### config.mk
export PLATFORM = sky130hd
export DESIGN_NAME = jtag_uart_echo
export DESIGN_NICKNAME = d
export VERILOG_FILES = /design/src/rtl/jtag_uart_echo.sv
export SDC_FILE = /design/constraint.sdc
export NUM_CORES = 1
export LEC_CHECK = 0
export BUFFER_PORTS_ARGS = -buffer_cell sky130_fd_sc_hd__clkbuf_2
export CAP_MARGIN = 10
export CORE_MARGIN = 4
export CORE_UTILIZATION = 47
export DETAILED_ROUTE_END_ITERATION = 7
export PLACE_DENSITY = 0.84
export SLEW_MARGIN = 20
export SYNTH_ARGS = -nofsm -noshare
export SYNTH_HDL_FRONTEND = slang
export SYNTH_SLANG_ARGS = --single-unit
### constraint.sdc
create_clock -name clk_clk -period 2.7 [get_ports clk_clk]
set_clock_uncertainty 0.05 [all_clocks]
set_input_delay 0.135 -clock clk_clk [delete_from_list [all_inputs] [get_ports clk_clk]]
set_output_delay 0.135 -clock clk_clk [all_outputs]
set_load 0.01 [all_outputs]
### src/rtl/jtag_uart_echo.sv
// Polls a JTAG UART over Avalon-MM and echoes every received byte back out,
// optionally upper-casing ASCII letters on the way.
module jtag_uart_echo #(
  parameter int POLL_GAP  = 16,
  parameter bit UPPERCASE = 1'b0
) (
  input  logic        clk_clk,
  input  logic        reset_reset_n,
  input  logic        enable,
  output logic        avm_chipselect,
  output logic        avm_address,
  output logic        avm_read_n,
  output logic        avm_write_n,
  output logic [31:0] avm_writedata,
  input  logic [31:0] avm_readdata,
  input  logic        avm_waitrequest,
  output logic [15:0] rx_count,
  output logic [15:0] tx_count,
  output logic [7:0]  last_char,
  output logic        busy
);

  localparam int CW = (POLL_GAP > 2) ? $clog2(POLL_GAP) : 1;
  // GAP lasts POLL_GAP cycles (at least one); the counter runs 0..GAP_LAST
  localparam logic [CW-1:0] GAP_LAST = (POLL_GAP > 0) ? CW'(POLL_GAP - 1) : '0;

  typedef enum logic [1:0] {GAP, RD_DATA, RD_CTRL, WR_DATA} state_t;

  state_t        state, state_nxt;
  logic [CW-1:0] gap_cnt;
  logic          pend_vld;
  logic [7:0]    pend_byte;
  logic [7:0]    echo_byte;
  logic          xfer_done;
  logic          gap_exp;
  logic          rx_take;
  logic          tx_done;
  logic          unused_rd;

  assign xfer_done = avm_chipselect && !avm_waitrequest;
  assign gap_exp   = (gap_cnt == GAP_LAST);
  assign rx_take   = (state == RD_DATA) && xfer_done && avm_readdata[15];
  assign tx_done   = (state == WR_DATA) && xfer_done;
  assign unused_rd = ^avm_readdata[14:8];

  assign echo_byte = (UPPERCASE && pend_byte >= 8'h61 && pend_byte <= 8'h7A)
                   ? pend_byte - 8'h20 : pend_byte;

  // Bus signals decode straight from the state register, so they stay
  // frozen for as long as the slave stalls.
  assign avm_chipselect = (state != GAP);
  assign avm_address    = (state == RD_CTRL);
  assign avm_read_n     = !((state == RD_DATA) || (state == RD_CTRL));
  assign avm_write_n    = (state != WR_DATA);
  assign avm_writedata  = {24'h0, (state == WR_DATA) ? echo_byte : 8'h00};
  assign busy           = (state != GAP) || pend_vld;

  always_ff @(posedge clk_clk) begin
    if (!reset_reset_n) state <= GAP;
    else                state <= state_nxt;
  end

  always_comb begin
    state_nxt = state;
    case (state)
      GAP: begin
        // a pending byte always retries the control read, even when disabled
        if (gap_exp) begin
          if (pend_vld)    state_nxt = RD_CTRL;
          else if (enable) state_nxt = RD_DATA;
        end
      end
      RD_DATA: if (xfer_done) state_nxt = avm_readdata[15] ? RD_CTRL : GAP;
      RD_CTRL: if (xfer_done) state_nxt = (|avm_readdata[31:16]) ? WR_DATA : GAP;
      WR_DATA: if (xfer_done) state_nxt = GAP;
      default: state_nxt = GAP;
    endcase
  end

  always_ff @(posedge clk_clk) begin
    if (!reset_reset_n) begin
      gap_cnt   <= '0;
      pend_vld  <= 1'b0;
      pend_byte <= 8'h00;
      rx_count  <= 16'h0000;
      tx_count  <= 16'h0000;
      last_char <= 8'h00;
    end else begin
      // counter restarts on every GAP entry and parks at expiry while idle
      if (state != GAP)  gap_cnt <= '0;
      else if (!gap_exp) gap_cnt <= gap_cnt + CW'(1);
      if (rx_take) begin
        pend_vld  <= 1'b1;
        pend_byte <= avm_readdata[7:0];
        last_char <= avm_readdata[7:0];
        rx_count  <= rx_count + 16'd1;
      end
      if (tx_done) begin
        pend_vld <= 1'b0;
        tx_count <= tx_count + 16'd1;
      end
    end
  end

endmodule

-- Word level (Yosys, flattened, before mapping)
Index checks and enable logic that the tools add are counted.
- memories: 0
- flip-flop bits (word level): 47
- input port bits: 36
- memory bits (read-only): 0
- bits in latches: 0
- logic and storage cells: 44
- output and inout port bits: 77
- bits in writable memories: 0
- $lt $le $gt $ge: 0
- reductions and logical operators: 14
- add/subtract/negate cells: 3
- divide/modulo/power cells: 0
- shifts and indexed selects: 0
- $mul: 0
- multiplexer cells: 10
- bitwise logic cells: 1
- equality and inequality tests: 10
- operator list (operator ; count):
    $add 16x1->16 const B ; 2
    $mux 2 ; 8
    $reduce_or 16->1 ; 1
    $mux 8 ; 1
    $ne 2x2->1 const B ; 4
    $pmux 2 s4 ; 1
    $reduce_and 5->1 ; 1
    $add 4x1->4 const B ; 1
    $eq 2x2->1 const B ; 2
    $eq 4x4->1 const B ; 1
    $logic_and 1x1->1 ; 4
    $reduce_or 2->1 ; 2
    $ne 3x3->1 const B ; 1
    $eq 2x1->1 const B ; 1
    $logic_not 1->1 ; 2
    $logic_not 2->1 ; 1
    $logic_or 1x1->1 ; 2
    $ne 2x1->1 const B ; 1
    $reduce_bool 2->1 ; 1
    $not 1->1 ; 1

-- Longest topological paths before layout
Gate-level depths: netlist (run 1).
- depth after elaboration: 4
- depth in mapped cells: 9
- gate-level depth less buffers: 6

-- Least setup slack after synthesis (run 1)
Ideal clock, no wire load.
- path type: reg-to-reg
- from: register state[0]
- to: register tx_count[15]
- library setup time: 0.070 ns
- required time: 2.580 ns
- clock period less this slack: 1.934 ns
- slack: 0.766 ns
- arrival time: 1.814 ns
- cell stages (with the launch flop): 8
- path buffers: 1
- path through: dfxtp_1 > inv_1 > ha_1 > buf_6 > and4bb_4 > nand3_4 > or4_1 > a21oi_1
- cells in the longest elaborated chain, start to end: 3
- elaborated cells on any way between the ends: 4
- those cells by class: 1 x eq/ne; 3 x reduce/logical
- ends and longest elaborated chain (element ; line ; source):
    start, declared ; 29 ; state_t state, state_nxt;
    start signal, assigned ; 60 ; else state <= state_nxt;
    $reduce_bool 2->1 ; 51 ; assign avm_chipselect = (state != GAP);
    $logic_and 1x1->1 ; 40 ; assign xfer_done = avm_chipselect && !avm_waitrequest;
    $logic_and 1x1->1 * ; 43 ; assign tx_done = (state == WR_DATA) && xfer_done;
    end signal, assigned ; 100 ; tx_count <= tx_count + 16'd1;
    end, declared ; 18 ; output logic [15:0] tx_count,
Mark *: on every way between the ends. The rest lies on a longest branch, timed or not.
A chain may end at the register's enable or synchronous reset.

-- Final worst setup path (run 1)
- from: register state[0]
- to: register rx_count[15]
- cells in the longest elaborated chain, start to end: 4
- elaborated cells on any way between the ends: 5
- those cells by class: 1 x eq/ne; 4 x reduce/logical
- ends and longest elaborated chain (element ; line ; source):
    $reduce_bool 2->1 ; 51 ;
    $logic_and 1x1->1 ; 40 ;
    $logic_and 1x1->1 * (2 in series) ; 42 ; assign rx_take = (state == RD_DATA) && xfer_done && avm_readdata[15];
    end signal, assigned ; 96 ; rx_count <= rx_count + 16'd1;
    end, declared ; 17 ; output logic [15:0] rx_count,
Marks and branches as above.

==> results of run 1 <==
cell families after synthesis:
logic type / Yosys count
other cells: 1
flops: 47
fa+ha+maj: 8
compound gates: 38
buf+inv: 42
mux: 6
xor+xnor: 18
simple gates: 131
timing repair:
action / 4_1_cts / 5_1_grt
hold buffers: 1 / 0
hold endpoints to repair: 1 / 0
endpoints found under the setup margin: 0 / 0
worst paths after layout:
path                                                   to  cells past startpoint
worst min-delay path            echo_byte[2]$_SDFFE_PN0P_                      3
worst max-delay path            rx_count[15]$_SDFFE_PN0P_                      6
worst min register to register  echo_byte[6]$_SDFFE_PN0P_                      2
worst max register to register  rx_count[15]$_SDFFE_PN0P_                      6
flip-flops by register name, summed over array words and instances (netlist names):
name,cells
rx_count,16
tx_count,16
echo_byte,8
gap_cnt,4
state,2
pend_vld,1
worst reg2reg max path, cell delays in order (launching register included):
cell and delay (ps):
dfxtp_1 420, inv_1 110, ha_1 210, nand4bb_1 420, nor4_2 500, and3_1 240, mux2i_1 180
area by class of cell:
class / count / share of cell area
Inverter: 9 / 0.0114
Clock buffer: 8 / 0.0339
Timing Repair Buffer: 85 / 0.148
Multi-Input combinational cell: 225 / 0.458
Tap cell: 70 / 0.0297
Sequential cell: 47 / 0.319
layer usage:
| layer | up-vias | wire length [um] |
|---|---|---|
| met3 | 8 | 391 |
| li1 | 1121 | - |
| met5 | - | 0 |
| met4 | 0 | 44 |
| met1 | 999 | 2360 |
| met2 | 79 | 2670 |
layout by cell type (no fill, tap or decap), types with 2 or more instances in the layout:
cell type / Yosys / layout
clkbuf_2: 0 / 81
dfxtp_1: 47 / 47
nand2_1: 36 / 36
conb_1: 1 / 24
nor2_1: 21 / 21
a21oi_1: 18 / 18
nand3_1: 14 / 14
xnor2_1: 10 / 10
and2_1: 9 / 9
inv_1: 8 / 8
xor2_1: 8 / 8
ha_1: 8 / 8
nand2b_1: 7 / 7
nand4_1: 7 / 7
nor3_1: 7 / 7
clkbuf_8: 0 / 7
o21ai_0: 6 / 6
or3_1: 6 / 6
mux2i_1: 6 / 6
nor4_1: 5 / 5
and4_1: 3 / 3
o31ai_1: 3 / 3
or4_1: 3 / 3
buf_4: 24 / 3
nand4bb_1: 2 / 2
and3_1: 2 / 2
o21a_1: 2 / 2
a211oi_1: 2 / 2
nor4_2: 2 / 2
a31oi_1: 2 / 2
power by group through the flow:
stage | clock network [mW] | registers (mW) | logic [mW]
finish | 0.457 | 0.701 | 0.0648
global route | 0.493 | 0.702 | 0.0729
CTS | 0.472 | 0.701 | 0.0644
detailed placement | 0 | 0.717 | 0.0630
global placement | 0 | 0.717 | 0.0614
floorplan | 0 | 0.716 | 0.0610
==> results.py, run 1 <==
metrics = {
    "outcome": {
        "status": "finished, final reports clean",
    },
    "yosys": {
        "yosys_warnings": 0,
        "synth_seq_cells": 47,
        "ys_types": 44,
        "yosysTopAreaCellShare": 0.382,
        "synth_compound_area_frac": 0.0934,
        "synth_edf_count": 0,
        "synthMuxAreaShare": 0.0244,
        "synth-xor-area-share": 0.0640,
        "syn-cell-area_um2": 2460,
        "synth-simple-area-share": 0.290,
        "synth_common_cells": "dfxtp_1, nand2_1, buf_4",
        "avgSynthCellArea_um2": 8.47,
        "yosys.area.top_type": "dfxtp_1",
        "synth.yosys.seq_area_share": 0.382,
        "ys.flop_type": "dfxtp_1",
        "synth_top_family_by_area": "simple AND/OR/NAND/NOR gates",
        "synth_area_leaders": "dfxtp_1, buf_4, nand2_1",
        "synth_async_sr_flop_share": 0,
        "synthAdderAreaFrac": 0.0406,
        "yosysMostFrequentCell": "dfxtp_1",
        "syn_inst": 291,
    },
    "critical_path": {
        "cp.required_ps": 2880,
        "cp.arrival_ps": 2360,
        "startpoint_type": "register",
        "crit_type": "register to register",
        "cp_slowest_stage_delay_ps": 500,
        "r2r-start": "state[0]$_SDFFE_PN0P_",
        "rrSetupSlack_ps": 510,
        "cp_max_fo": 8,
        "path_cells": "inv_1 > ha_1 > nand4bb_1 > nor4_2 > and3_1 > mux2i_1",
        "cp-startpoint": "state[0]$_SDFFE_PN0P_",
        "cp_top_family": "simple AND/OR/NAND/NOR gates",
        "slowest_stage": "nor4_2",
        "end_kind": "register",
        "cp_num_buf_inv": 1,
    },
    "clocking": {
        "root_buffer": "clkbuf_8",
        "path_clk_slew_ps": 80,
        "cts_buffer_depth": 2,
        "tritoncts": "built",
        "cts_setup_buffers": 0,
        "htreeDepth": 2,
        "insertion_delay_ps": 290,
        "cts_resized": 0,
        "clkSinkCount": 47,
        "cts_buffers": 5,
    },
    "route": {
        "drt_iter0_drc": 115,
        "num_vias": 2207,
        "drtPass1Iterations": 4,
        "routed_wl_um": 5460,
        "wire_per_inst_um": 12.3,
        "drc_errors": 0,
        "ant_nets": 0,
        "vias_per_cell": 4.97,
    },
    "place": {
        "numPortBuffers": 81,
        "dp.cells": 435,
        "place_ws_ps": 548,
        "post_dp_cell_area_um2": 2840,
        "dp_hpwl_um": 4170,
        "place_congestion": 0.892,
    },
    "grt": {
        "grt_max_degree": 27,
        "grt_pass1_wl_um": 9030,
        "met2_usage": 0.296,
        "use_met3": 0.0471,
        "grt_util_met1": 0.213,
        "grt_use_total": 0.173,
        "grt_pass1_vias": 2024,
        "grt_antenna_before_repair": 0,
        "grt_remaining_overflow": 0,
        "gr-max-usage-layer": "met2",
    },
    "timing": {
        "finalCritPeriodShare": 0.810,
        "finalSetupTns_ps": 0,
        "hold_viol_final": 0,
        "setup_viol": 0,
        "finalCriticalPeriod_ps": 2190,
        "setup_slack_ps": 512,
        "slew_violations": 0,
        "worst-slew-pin-transition_ps": 506,
        "fmax_mhz": 457,
        "whs_ps": 12.3,
        "maxSlewHeadroom": 0.660,
        "rsz0062_at_grt": "false",
    },
    "layout": {
        "finalInstanceArea_um2": 2950,
        "syn_to_final_growth_pct": 19.9,
        "fillers": 486,
        "nets": 417,
        "diodes": 0,
        "fin_util": 0.578,
        "fin_cells": 444,
        "seq_area_um2": 941,
        "drive_above_1_share": 0.259,
        "multiInputGateArea_um2": 1350,
    },
    "pwr": {
        "seq_power_share": 0.573,
        "p_leak_nw": 1.29,
        "p_int_mw": 0.954,
        "p_switching_mw": 0.268,
        "vdd_drop_max_mv": 0.201,
        "p_sw_frac": 0.219,
        "combPwrFrac": 0.053,
        "power_mw": 1.22,
        "p_clk_frac": 0.374,
        "p_per_area_nw_per_um2": 414,
    },
    "die": {
        "dieArea_um2": 6460,
        "die_w_um": 80.4,
        "start_util": 0.482,
        "fp-row-count": 26,
        "ioPinCount": 113,
        "die_h_um": 80.4,
        "core_area_um2": 5110,
    },
    "min_path": {
        "min_from": "avm_readdata[2]",
        "min_path_type": "primary input to register",
    },
    "run": {
        "maxCapViolCount": 0,
    },
}
Note: power is estimated with default switching activity, not from simulation.
==> inputs of run 2 (changes only) <==
- CORE_UTILIZATION: 47 -> 42
- PLACE_DENSITY: 0.84 -> 0.8
- clock period: 2.7 -> 2 ns (I/O delays scaled with it)
==> run 2 against run 1 <==
Effect of this change: critical path depth up 1; routed wire length up 6.8%; sequential share of layout area is 1.9 points lower; global-route usage down 1.1 points; total power grew 33%; clock power is 25% higher; hold slack improved by 42 ps; cell area grew 6.4%; first-iteration DRC count fell by 44%; final cell count rose by 3.8%; critical path type unchanged; largest cell class unchanged; highest routed layer unchanged.
==> results.py, run 2 (synthesized netlist as in run 1, its figures left out) <==
metrics = {
    "timing": {
        "finalCriticalPeriod_ps": 1920,
        "setup_slack_ps": 84.3,
        "hold_viol_final": 0,
        "rsz0062_at_grt": "true",
        "finalSetupTns_ps": 0,
        "fmax_mhz": 522,
        "setup_viol": 0,
        "finalCritPeriodShare": 0.958,
        "slew_violations": 0,
    },
    "pwr": {
        "vdd_drop_max_mv": 0.415,
        "p_clk_frac": 0.352,
        "p_int_mw": 1.23,
        "combPwrFrac": 0.064,
        "power_mw": 1.62,
        "p_switching_mw": 0.391,
        "p_sw_frac": 0.242,
        "p_per_area_nw_per_um2": 516,
        "seq_power_share": 0.584,
        "p_leak_nw": 1.39,
    },
    "layout": {
        "fin_util": 0.560,
        "nets": 432,
        "drive_above_1_share": 0.293,
        "fin_cells": 461,
        "syn_to_final_growth_pct": 27.5,
        "layout_commonest_cell": "clkbuf_2",
        "diodes": 0,
        "fillers": 535,
        "layout_common_cells": "clkbuf_2, dfxtp_1, nand2_1",
    },
    "clocking": {
        "insertion_delay_ps": 300,
        "htreeDepth": 2,
        "clkSinkCount": 47,
        "path_clk_slew_ps": 90,
        "root_buffer": "clkbuf_8",
        "cts_buffers": 5,
        "tritoncts": "built",
        "cts_buffer_depth": 2,
    },
    "route": {
        "num_vias": 2281,
        "drc_errors": 0,
        "drt_iter0_drc": 64,
        "wire_per_inst_um": 12.7,
        "vias_per_cell": 4.95,
        "drtPass1Iterations": 4,
        "ant_nets": 0,
        "routed_wl_um": 5840,
    },
    "critical_path": {
        "cp_max_fo": 5,
        "ff2ff_path_depth": 7,
        "r2r-start": "state[1]$_SDFFE_PN0P_",
        "end_kind": "register",
        "cp.required_ps": 2190,
        "rrSetupSlack_ps": 80,
        "crit_type": "register to register",
        "cp-startpoint": "state[1]$_SDFFE_PN0P_",
        "cp.arrival_ps": 2110,
        "timing.rr.end": "tx_count[9]$_SDFFE_PN0P_",
        "startpoint_type": "register",
        "endpoint": "tx_count[9]$_SDFFE_PN0P_",
    },
    "grt": {
        "grt_pass1_wl_um": 9730,
        "grt_use_total": 0.161,
        "grt_remaining_overflow": 0,
        "grt_pass1_vias": 2132,
        "grt_max_degree": 27,
        "grt_antenna_before_repair": 0,
    },
    "die": {
        "core_area_um2": 5610,
        "start_util": 0.439,
        "dieArea_um2": 7160,
        "die_w_um": 84.6,
        "ioPinCount": 113,
        "fp-row-count": 27,
        "die_h_um": 84.6,
    },
    "min_path": {
        "min_path_type": "primary input to register",
    },
    "place": {
        "dp_hpwl_um": 4280,
        "dp.cells": 444,
        "place_ws_ps": 24.4,
        "place_congestion": 0.882,
        "numPortBuffers": 81,
    },
    "outcome": {
        "status": "finished, final reports clean",
    },
    "run": {
        "maxCapViolCount": 0,
    },
}
==> run 2: power groups by stage <==
stage,clock network (mW),logic (mW),registers (mW)
after floorplan,0,0.0823,0.967
after global placement,0,0.0855,0.967
after detailed placement,0,0.0884,0.968
after CTS,0.592,0.101,0.946
after global routing,0.626,0.116,0.947
final,0.570,0.104,0.946
==> run 2: worst min-delay path by stage <==
stage | start | to | slack [ps] | cells after the start
detailed placement | avm_readdata[2] | echo_byte[2]$_SDFFE_PN0P_ | 280 | 3
CTS | enable | state[1]$_SDFFE_PN0P_ | 50 | 3
floorplan | avm_readdata[0] | echo_byte[0]$_SDFFE_PN0P_ | 190 | 2
global placement | avm_readdata[5] | echo_byte[5]$_SDFFE_PN0P_ | 270 | 3
global route | enable | state[1]$_SDFFE_PN0P_ | 70 | 3
finish | enable | state[1]$_SDFFE_PN0P_ | 50 | 3
==> run 2: timing repair <==
item,in CTS,in global routing
endpoints found under the hold margin,8,0
pin swaps,0,1
hold buffers,8,0
gates resized for setup,0,10
setup endpoints to repair,2,12
setup buffers,0,1
==> run 2: final cells by class <==
type / instances / area, um2 / area share
Clock buffer: 5 / 68.8 / 0.0219
Clock inverter: 3 / 20.0 / 0.00637
Inverter: 9 / 33.8 / 0.0108
Multi-Input combinational cell: 225 / 1410 / 0.447
Sequential cell: 47 / 942 / 0.300
Tap cell: 72 / 90.1 / 0.0287
Timing Repair Buffer: 100 / 581 / 0.185
==> run 2: per-stage QoR <==
stage	cell area [um2]	hold slack [ps]
final	3140	54.6
after CTS	3080	48.2
after global routing	3140	67.1
after floorplan	2550	186
after detailed placement	2910	279
after global placement	2910	274
==> run 2: worst max-delay path: stages, from the launching register on <==
cell	delay (ps)
dfxtp_2	360
inv_1	90
ha_2	210
and4bb_4	410
nand3_4	110
buf_4	170
or3_1	320
a21oi_2	140
==> run 2: routing by layer <==
layer / GRT usage / share of wire / wire length (um)
met5: 0 / 0 / 0
met4: 0.0475 / 0.0091 / 53
met3: 0.0383 / 0.068 / 399
met2: 0.273 / 0.50 / 2920
met1: 0.204 / 0.42 / 2470
==> inputs of run 3 (changes only) <==
- CORE_ASPECT_RATIO: unset -> 0.75
==> run 3 against run 2 <==
Effect of this change: highest routed layer unchanged; combinational power hardly changed; sequential power about the same; global-route usage down 0.45 points; final cell count is 0.65% higher.
==> results.py, run 3 (synthesized netlist as in run 1, its figures left out) <==
metrics = {
    "critical_path": {
        "startpoint_type": "register",
        "crit_type": "register to register",
        "slowest_stage": "or3_1",
        "rrSetupSlack_ps": 90,
        "timing.rr.end": "rx_count[9]$_SDFFE_PN0P_",
        "cp_slowest_stage_delay_ps": 340,
        "ff2ff_path_depth": 6,
        "cp_max_fo": 7,
        "path_cells": "inv_1 > ha_1 > nand4bb_4 > or2_1 > or3_1 > a21oi_1",
        "end_kind": "register",
        "r2r-start": "state[1]$_SDFFE_PN0P_",
        "cp.required_ps": 2170,
        "cp.arrival_ps": 2080,
    },
    "pwr": {
        "p_leak_nw": 1.39,
        "p_per_area_nw_per_um2": 511,
        "power_mw": 1.59,
        "vdd_drop_max_mv": 0.359,
    },
    "route": {
        "num_vias": 2272,
        "routed_wl_um": 5730,
        "drc_errors": 0,
        "vias_per_cell": 4.90,
        "drtPass1Iterations": 4,
        "drt_iter0_drc": 90,
        "wire_per_inst_um": 12.3,
        "ant_nets": 0,
    },
    "outcome": {
        "status": "finished, final reports clean",
    },
    "min_path": {
        "hold_end": "state[1]$_SDFFE_PN0P_",
        "worstHoldPathCells": 3,
        "min_path_type": "primary input to register",
        "min_from": "enable",
    },
    "place": {
        "place_congestion": 0.779,
        "place_ws_ps": -55.4,
        "dp_hpwl_um": 4430,
        "numPortBuffers": 81,
        "dp.cells": 447,
    },
    "grt": {
        "grt_use_total": 0.157,
        "grt_util_met1": 0.202,
        "grt_pass1_wl_um": 9000,
        "grt_max_degree": 20,
        "gr-max-usage-layer": "met2",
        "met2_usage": 0.259,
        "grt_antenna_before_repair": 0,
        "grt_pass1_vias": 2027,
        "grt_remaining_overflow": 0,
        "use_met3": 0.0546,
    },
    "timing": {
        "finalCriticalPeriod_ps": 1910,
        "setup_viol": 0,
        "finalSetupTns_ps": 0,
        "setup_slack_ps": 90.9,
        "hold_viol_final": 0,
        "slew_violations": 0,
        "fmax_mhz": 524,
        "finalCritPeriodShare": 0.955,
        "rsz0062_at_grt": "false",
    },
    "run": {
        "maxCapViolCount": 0,
    },
    "layout": {
        "diodes": 0,
        "fin_util": 0.565,
        "fin_cells": 464,
        "layout_commonest_cell": "clkbuf_2",
        "layout_common_cells": "clkbuf_2, dfxtp_1, nand2_1",
        "fillers": 514,
        "nets": 432,
        "drive_above_1_share": 0.272,
        "syn_to_final_growth_pct": 26.1,
    },
    "clocking": {
        "insertion_delay_ps": 290,
        "root_buffer": "clkbuf_8",
        "cts_buffers": 5,
        "htreeDepth": 2,
        "cts_buffer_depth": 2,
        "clkSinkCount": 47,
        "path_clk_slew_ps": 80,
        "tritoncts": "built",
    },
    "die": {
        "core_area_um2": 5500,
        "die_w_um": 96.4,
        "die_h_um": 74.3,
        "dieArea_um2": 7170,
        "start_util": 0.448,
        "ioPinCount": 113,
        "fp-row-count": 23,
    },
}
==> run 3: cell types whose count changed in the layout (fill, tap and decap cells not counted), moves of 2 or more <==
cell / previous run / this run
a21oi_1: 16 / 18
a21oi_2: 2 / 0
clkbuf_1: 0 / 2
clkinvlp_4: 2 / 0
==> run 3: metal layers <==
layer	vias up	share of wire	wire length, um
li1	1154	-	-
met1	1042	0.43	2450
met2	74	0.48	2770
met3	2	0.086	494
met4	0	0.0026	15
met5	-	0	0
==> run 3: area by class of cell <==
cell class,instances,area [um2],area share
Multi-Input combinational cell,225,1390,0.447
Sequential cell,47,941,0.303
Timing Repair Buffer,100,568,0.183
Tap cell,75,93.8,0.0302
Clock buffer,7,76.3,0.0246
Inverter,9,33.8,0.0109
Clock inverter,1,5.00,0.00161
==> run 3: stage by stage <==
step	cell area [um2]	hold slack, ps
final	3110	98.3
after global routing	3110	110
after detailed placement	2900	284
after floorplan	2550	186
after global placement	2900	274
after CTS	3070	92.2
==> run 3: repair_timing <==
| item | 4_1_cts | 5_1_grt |
|---|---|---|
| hold buffers | 8 | 0 |
| setup buffers | 0 | 1 |
| endpoints found under the hold margin | 8 | 0 |
| endpoints found under the setup margin | 3 | 7 |
| pin swaps | 0 | 1 |
| resized for setup | 1 | 4 |
==> run 3: critical path, delay by kind of cell (launching register included) <==
family,cells,cell delay (ps)
AOI/OAI and AO/OA,1,150
adders and majority gates,1,290
and+or+nand+nor,3,870
DFF,1,330
buffers and inverters,1,140
==> run 3: worst max path at each step <==
stage / startpoint / endpoint
2_1_floorplan: state[0]$_SDFFE_PN0P_ / tx_count[15]$_SDFFE_PN0P_
4_1_cts: state[1]$_SDFFE_PN0P_ / rx_count[9]$_SDFFE_PN0P_
3_3_place_gp: state[1]$_SDFFE_PN0P_ / rx_count[9]$_SDFFE_PN0P_
3_5_place_dp: state[1]$_SDFFE_PN0P_ / rx_count[9]$_SDFFE_PN0P_
5_1_grt: state[1]$_SDFFE_PN0P_ / tx_count[14]$_SDFFE_PN0P_
6_report: state[1]$_SDFFE_PN0P_ / rx_count[9]$_SDFFE_PN0P_
==> run 3: power breakdown <==
group | switching, mW | internal (mW) | total (mW)
clock | 0.295 | 0.246 | 0.541
sequential | 0.00567 | 0.940 | 0.946
combinational | 0.0572 | 0.0434 | 0.101
